File: src/rtl/tl_burst_tracker.sv
`default_nettype none
// ============================================================================
// Module      : tl_burst_tracker
// Description : TileLink-UL burst and outstanding-request tracker. It observes
//               A and D channel handshakes, reports the burst position of
//               each channel (first/last/beat index), counts outstanding
//               requests against MAX_INFLIGHT, and raises sticky
//               protocol-error flags for the downstream assertion monitors.
// Ports       : clock, reset_n          - clock, async active-low reset
//               a_valid/a_ready/a_opcode/a_size - A channel observation
//               d_valid/d_ready/d_opcode/d_size - D channel observation
//               a_first/a_last/a_beat   - A burst position
//               d_first/d_last/d_beat   - D burst position
//               inflight/inflight_limit - outstanding count and its limit
//               err_*                   - sticky protocol-error flags
// Revision    : 1.0 - initial release
// ============================================================================
module tl_burst_tracker #(
    parameter int BEAT_BYTES   = 4,
    parameter int MAX_LGSIZE   = 6,
    parameter int SIZE_W       = 4,
    parameter int MAX_INFLIGHT = 4,
    parameter int CNT_W        = 3,
    parameter int BEAT_W       = 4
) (
    input  logic              clock,
    input  logic              reset_n,
    input  logic              a_valid,
    input  logic              a_ready,
    input  logic [2:0]        a_opcode,
    input  logic [SIZE_W-1:0] a_size,
    input  logic              d_valid,
    input  logic              d_ready,
    input  logic [2:0]        d_opcode,
    input  logic [SIZE_W-1:0] d_size,
    output logic              a_first,
    output logic              a_last,
    output logic [BEAT_W-1:0] a_beat,
    output logic              d_first,
    output logic              d_last,
    output logic [BEAT_W-1:0] d_beat,
    output logic [CNT_W-1:0]  inflight,
    output logic [CNT_W-1:0]  inflight_limit,
    output logic              err_a_change,
    output logic              err_d_change,
    output logic              err_size,
    output logic              err_overflow,
    output logic              err_underflow,
    output logic              err_any
);

    localparam logic [SIZE_W-1:0] c_LG_BEAT  = SIZE_W'($clog2(BEAT_BYTES));
    localparam logic [SIZE_W-1:0] c_MAX_LG   = SIZE_W'(MAX_LGSIZE);
    localparam logic [CNT_W-1:0]  c_MAX_INFL = CNT_W'(MAX_INFLIGHT);
    localparam logic [BEAT_W:0]   c_REM_ONE  = (BEAT_W+1)'(1);

    localparam logic [0:0] c_IDLE  = 1'b0;
    localparam logic [0:0] c_BURST = 1'b1;

    // Beats in a message; oversize requests are clamped so the count stays
    // bounded even though the request itself is flagged as illegal.
    function automatic logic [BEAT_W:0] f_beats(input logic              has_data,
                                                 input logic [SIZE_W-1:0] size);
        logic [SIZE_W-1:0] eff;
        eff = (size > c_MAX_LG) ? c_MAX_LG : size;
        if (has_data && (eff > c_LG_BEAT))
            f_beats = c_REM_ONE << (eff - c_LG_BEAT);
        else
            f_beats = c_REM_ONE;
    endfunction

    // Index 0 is the A channel, index 1 the D channel.
    logic [1:0]              w_fire;
    logic [1:0]              w_has_data;
    logic [1:0][2:0]         w_op;
    logic [1:0][SIZE_W-1:0]  w_size;
    logic [1:0]              w_first;
    logic [1:0]              w_last;
    logic [1:0][BEAT_W-1:0]  w_beat;
    logic [1:0]              w_chg;
    logic [1:0]              w_size_bad;

    assign w_fire[0]     = a_valid & a_ready;
    assign w_fire[1]     = d_valid & d_ready;
    assign w_has_data[0] = (a_opcode <= 3'd3);
    assign w_has_data[1] = (d_opcode == 3'd1);
    assign w_op[0]       = a_opcode;
    assign w_op[1]       = d_opcode;
    assign w_size[0]     = a_size;
    assign w_size[1]     = d_size;

    generate
        for (genvar g = 0; g < 2; g++) begin : g_chan
            logic [0:0]        r_state;
            logic [0:0]        w_state_nxt;
            logic [BEAT_W:0]   r_rem;
            logic [BEAT_W:0]   w_rem_nxt;
            logic [BEAT_W-1:0] r_beat;
            logic [BEAT_W-1:0] w_beat_nxt;
            logic [2:0]        r_op;
            logic [2:0]        w_op_nxt;
            logic [SIZE_W-1:0] r_size;
            logic [SIZE_W-1:0] w_size_nxt;
            logic [BEAT_W:0]   w_in_beats;

            assign w_in_beats = f_beats(w_has_data[g], w_size[g]);

            always_ff @(posedge clock or negedge reset_n) begin
                if (!reset_n) begin
                    r_state <= c_IDLE;
                    r_rem   <= '0;
                    r_beat  <= '0;
                    r_op    <= '0;
                    r_size  <= '0;
                end else begin
                    r_state <= w_state_nxt;
                    r_rem   <= w_rem_nxt;
                    r_beat  <= w_beat_nxt;
                    r_op    <= w_op_nxt;
                    r_size  <= w_size_nxt;
                end
            end

            always_comb begin
                w_state_nxt = r_state;
                w_rem_nxt   = r_rem;
                w_beat_nxt  = r_beat;
                w_op_nxt    = r_op;
                w_size_nxt  = r_size;
                if (w_fire[g]) begin
                    if (r_state == c_IDLE) begin
                        if (w_in_beats != c_REM_ONE) begin
                            w_state_nxt = c_BURST;
                            w_rem_nxt   = w_in_beats - c_REM_ONE;
                            w_beat_nxt  = BEAT_W'(1);
                            w_op_nxt    = w_op[g];
                            w_size_nxt  = w_size[g];
                        end
                    end else begin
                        // Latched fields keep governing the count even if a
                        // mid-burst beat presents different ones.
                        w_rem_nxt  = r_rem - c_REM_ONE;
                        w_beat_nxt = r_beat + BEAT_W'(1);
                        if (r_rem == c_REM_ONE) begin
                            w_state_nxt = c_IDLE;
                            w_beat_nxt  = '0;
                        end
                    end
                end
            end

            assign w_first[g]    = (r_state == c_IDLE);
            assign w_beat[g]     = r_beat;
            assign w_last[g]     = (r_state == c_IDLE) ? (w_in_beats == c_REM_ONE)
                                                       : (r_rem == c_REM_ONE);
            assign w_chg[g]      = w_fire[g] & (r_state == c_BURST) &
                                   ((w_op[g] != r_op) | (w_size[g] != r_size));
            assign w_size_bad[g] = w_fire[g] & (r_state == c_IDLE) &
                                   (w_size[g] > c_MAX_LG);
        end
    endgenerate

    // Outstanding-request counter and sticky error flags.
    logic             w_inc;
    logic             w_dec;
    logic [CNT_W-1:0] r_inflight;
    logic             r_err_a_change;
    logic             r_err_d_change;
    logic             r_err_size;
    logic             r_err_overflow;
    logic             r_err_underflow;

    assign w_inc = w_fire[0] & w_last[0];
    assign w_dec = w_fire[1] & w_last[1];

    always_ff @(posedge clock or negedge reset_n) begin
        if (!reset_n) begin
            r_inflight      <= '0;
            r_err_a_change  <= 1'b0;
            r_err_d_change  <= 1'b0;
            r_err_size      <= 1'b0;
            r_err_overflow  <= 1'b0;
            r_err_underflow <= 1'b0;
        end else begin
            // Simultaneous request and response completion cancel out and
            // are deliberately exempt from the over/underflow checks.
            if (w_inc && !w_dec) begin
                if (r_inflight == c_MAX_INFL)
                    r_err_overflow <= 1'b1;
                else
                    r_inflight <= r_inflight + CNT_W'(1);
            end else if (w_dec && !w_inc) begin
                if (r_inflight == '0)
                    r_err_underflow <= 1'b1;
                else
                    r_inflight <= r_inflight - CNT_W'(1);
            end
            r_err_a_change <= r_err_a_change | w_chg[0];
            r_err_d_change <= r_err_d_change | w_chg[1];
            r_err_size     <= r_err_size | (|w_size_bad);
        end
    end

    assign a_first        = w_first[0];
    assign a_last         = w_last[0];
    assign a_beat         = w_beat[0];
    assign d_first        = w_first[1];
    assign d_last         = w_last[1];
    assign d_beat         = w_beat[1];
    assign inflight       = r_inflight;
    assign inflight_limit = c_MAX_INFL;
    assign err_a_change   = r_err_a_change;
    assign err_d_change   = r_err_d_change;
    assign err_size       = r_err_size;
    assign err_overflow   = r_err_overflow;
    assign err_underflow  = r_err_underflow;
    assign err_any        = r_err_a_change | r_err_d_change | r_err_size |
                            r_err_overflow | r_err_underflow;

endmodule
`default_nettype wire
File: config.mk
export PLATFORM = sky130hd
export DESIGN_NAME = tl_burst_tracker
export DESIGN_NICKNAME = d
export VERILOG_FILES = /design/src/rtl/tl_burst_tracker.sv
export SDC_FILE = /design/constraint.sdc
export NUM_CORES = 1
export LEC_CHECK = 0
export ABC_AREA = 1
export CORE_MARGIN = 2
export CORE_UTILIZATION = 34
export DETAILED_ROUTE_END_ITERATION = 7
export HOLD_SLACK_MARGIN = 0.15
export PLACE_DENSITY_LB_ADDON = 0.12
export SYNTH_ARGS = -nofsm -noshare
export SYNTH_HDL_FRONTEND = slang
export SYNTH_SLANG_ARGS = --single-unit
File: constraint.sdc
create_clock -name clock -period 3.4 [get_ports clock]
set_input_delay 0.51 -clock clock [delete_from_list [all_inputs] [get_ports clock]]
set_output_delay 0.51 -clock clock [all_outputs]
set_load 0.05 [all_outputs]
==> out/results.txt <==
outcome: finished clean
remaining antenna violation count: 0
routed len/inst: 11.2 um
HPWL after detailed placement: 4650 um
layout cells sized above 1: 17.4%
largest area contributor in the netlist: dfrtp_1
Setup Slack @ Placement: -129 ps
final hold vios: 0
leakage power: 0.00179 uW
Die Y: 94.1 um
gr usage total: 14.4%
First-pass DRT Iterations: 4
crit path to: inflight[0]
FF+latch count, synth: 42
final worst slack: 264 ps
final WL: 5930 um
Die X: 94.1 um
CP max stage delay: 540 ps
H-tree levels: 2
Critical Path Source: a_size[3]
worst hold path class: in -> async
Crit. End Element: flop
synth warn: 0
Max FO, Critical Path: 4
most used cell, CP: nand2_1
Layout Nets: 461
critical path type: in -> reg
Critical Path Source Type: input port
io pins: 44
Post-Route Utilization: 46.1%
largest net degree at the start of global routing: 43
pwr/cell area: 782 nW/um2
Reg2Reg Depth: 13
post-synth top area share: 38.1%
Worst Path Required: 3570 ps
Clock Sinks: 42
Arr. time, crit path: 3310 ps
vias in the first global route: 2324
Crit Reg-Reg Endpoint: inflight[0]
Reg2Reg Launch Point: g_chan[0].r_state
Post-CTS Setup Bufs: 0
max cap viols: 0
cell area after synthesis: 2760 um2
DRT iter0 DRCs: 55
max-slew violations: 0
synthesized instance count: 356
CP Cell Sequence: clkdlybuf4s50_1 -> nor2_4 -> buf_4 -> ha_1 -> nor2_2 -> nand2_1 -> inv_1 -> nand2_1 -> ha_1 -> nand2_1 -> nor2_4 -> nand2_2 -> nand2_2 -> nand2_1 -> inv_2 -> ha_1 -> buf_4 -> xnor2_2 -> nand2_1 -> nand2_1 -> inv_1 -> nor2_1 -> a21oi_1
Worst-path clk slew: 80 ps
Filler cells: 794
min cycle time layout: 3140 ps
Tcrit/Tclk final: 92.2%
CTS Buf Count: 5
Rows: 32
Final setup viols: 0
Placer Congestion: 0.795
CTS root buf: clkbuf_8
area grow syn2layout: 30.4%
main area contributors after synthesis: dfrtp_1 38%, nand2_1 15%, ha_1 6.8%, xnor2_1 6.0%, inv_1 5.0%
sequential element share of the synthesized area: 38.1%
core area: 7810 um2
Buffers on Ports: 40
CTS tree: done
Worst-Skew Late Latency: 290 ps
Clock Skew: 4.36 ps
via-per-instance ratio: 4.48
Slew HR: 35.1%
Avg Inst Size Synth: 7.75 um2
actual slew at the worst max-slew pin: 973 ps
die area: 8850 um2
antenna diode count: 0
initial antenna violation count: 0
R2R setup slack: 1030 ps
grt ovf: 0
via count: 2359
post-synthesis cell type count: 31
CP max-delay cell: clkdlybuf4s50_1
worst IR drop on VDD: 0.244 mV
RSZ-0062 raised after global routing: true
Starting Density: 35.3%
Max Clock Freq: 319 MHz
Post-Layout Cell Count: 527
DRC violations left: 0
clk buf depth: 2
placed cells: 520
global-route wire length before repair: 10100 um
==> layout by cell type, fill, tap and decap left out, types with 2 or more instances in the layout <==
master	count
a31o_2	2
inv_2	2
ha_1	14
nor2_2	4
clkbuf_8	6
a21oi_1	6
o21ai_2	9
nand2_1	110
clkinv_1	2
buf_4	29
buf_12	2
o31ai_1	3
dfrtp_1	42
nand4_1	5
o21ai_0	21
nor2_1	25
nand3_1	18
nand2_2	8
conb_1	3
xnor2_1	18
nor2_4	3
nor3_1	3
xor2_1	5
clkdlybuf4s50_1	37
inv_1	37
==> metrics by stage <==
| stage | setup TNS (ps) | total power [uW] | hold WS, ps | area (um2) |
|---|---|---|---|---|
| after floorplan | 0 | 1940 | 214 | 2760 |
| after global placement | -72.1 | 2400 | 465 | 3460 |
| after detailed placement | -311 | 2420 | 471 | 3460 |
| after CTS | 0 | 2840 | 411 | 3570 |
| after global routing | -45.4 | 3040 | 453 | 3600 |
| final | 0 | 2810 | 369 | 3600 |
==> cell usage after synthesis <==
cell,instances
a21oi_1,6
a31o_2,2
buf_2,3
buf_4,3
buf_6,2
clkinv_1,2
conb_1,2
dfrtp_1,42
fa_1,1
ha_1,15
inv_1,37
inv_2,2
inv_4,1
nand2_1,110
nand2_2,8
nand3_1,18
nand3b_4,1
nand4_1,5
nor2_1,26
nor2_2,3
nor2_4,3
nor3_1,3
nor3_2,1
nor3_4,1
o21ai_0,21
o21ai_1,1
o21ai_2,9
o31ai_1,3
or2_2,1
xnor2_1,19
xor2_1,5
==> per-layer routing <==
layer / GRT usage (%) / wire length (um)
met4: 4.47 / 72
met3: 3.21 / 212
met1: 19.1 / 2970
met5: 0 / 0
met2: 23.4 / 2680
==> flip-flops by register name (all words and copies together) (netlist names) <==
name            flops
d_beat              4
g_chan.r_op         6
err_underflow       1
g_chan.r_rem       10
a_beat              4
g_chan.r_state      2
err_a_change        1
inflight            3
g_chan.r_size       8
err_size            1
err_d_change        1
err_overflow        1
==> cell type report <==
class                      instances  area (um2)  share of cell area, %
multi-input combinational        265        1510                   42.1
sequential                        42        1050                   29.2
timing repair buffer              69         633                   17.6
inverter                          42         160                   4.45
tap                              102         128                   3.55
clock buffer                       6        82.6                   2.30
clock inverter                     1        30.0                  0.835
==> critical path: cells and delay by family <==
kind / cells / cell delay [ps]
adder cells (fa/ha/maj): 3 / 600
AO/OA/AOI/OAI: 1 / 40
AND/OR/NAND/NOR: 12 / 960
buffers and inverters: 6 / 1020
XOR/XNOR: 1 / 170
==> how the worst min path moves through the flow <==
stage	startpoint	end	slack [ps]	cells past startpoint
floorplan	reset_n	a_beat[0]	210	0
global placement	g_chan[0].r_rem[4]	g_chan[0].r_rem[4]	460	2
detailed placement	g_chan[1].r_rem[4]	g_chan[1].r_rem[4]	470	2
CTS	reset_n	g_chan[1].r_rem[4]	410	1
global route	reset_n	g_chan[1].r_op[2]	450	1
finish	reset_n	g_chan[1].r_rem[4]	370	1
==> kinds of logic (layout without fill, tap and decap cells) <==
logic type      after synthesis  in the layout  synth area share [%]
simple gates                180            180                  29.1
fa+ha+maj                    16             16                  7.53
compound gates               42             42                  9.39
xor+xnor                     24             24                  7.62
flops                        42             42                  38.1
other cells                   2              3                 0.272
buf+inv                      50            118                  7.99
==> timing repair <==
item	4_1_cts	5_1_grt
hold buffers	0	0
setup endpoints to repair	0	3
resized for setup	0	3
==> where the power goes <==
| part | internal (uW) | total [uW] | switching [uW] |
|---|---|---|---|
| Clock | 235 | 405 | 170 |
| Combinational | 625 | 1480 | 857 |
| Sequential | 708 | 924 | 216 |
| Total | 1570 | 2810 | 1240 |
(Power assumes the default switching activity.)
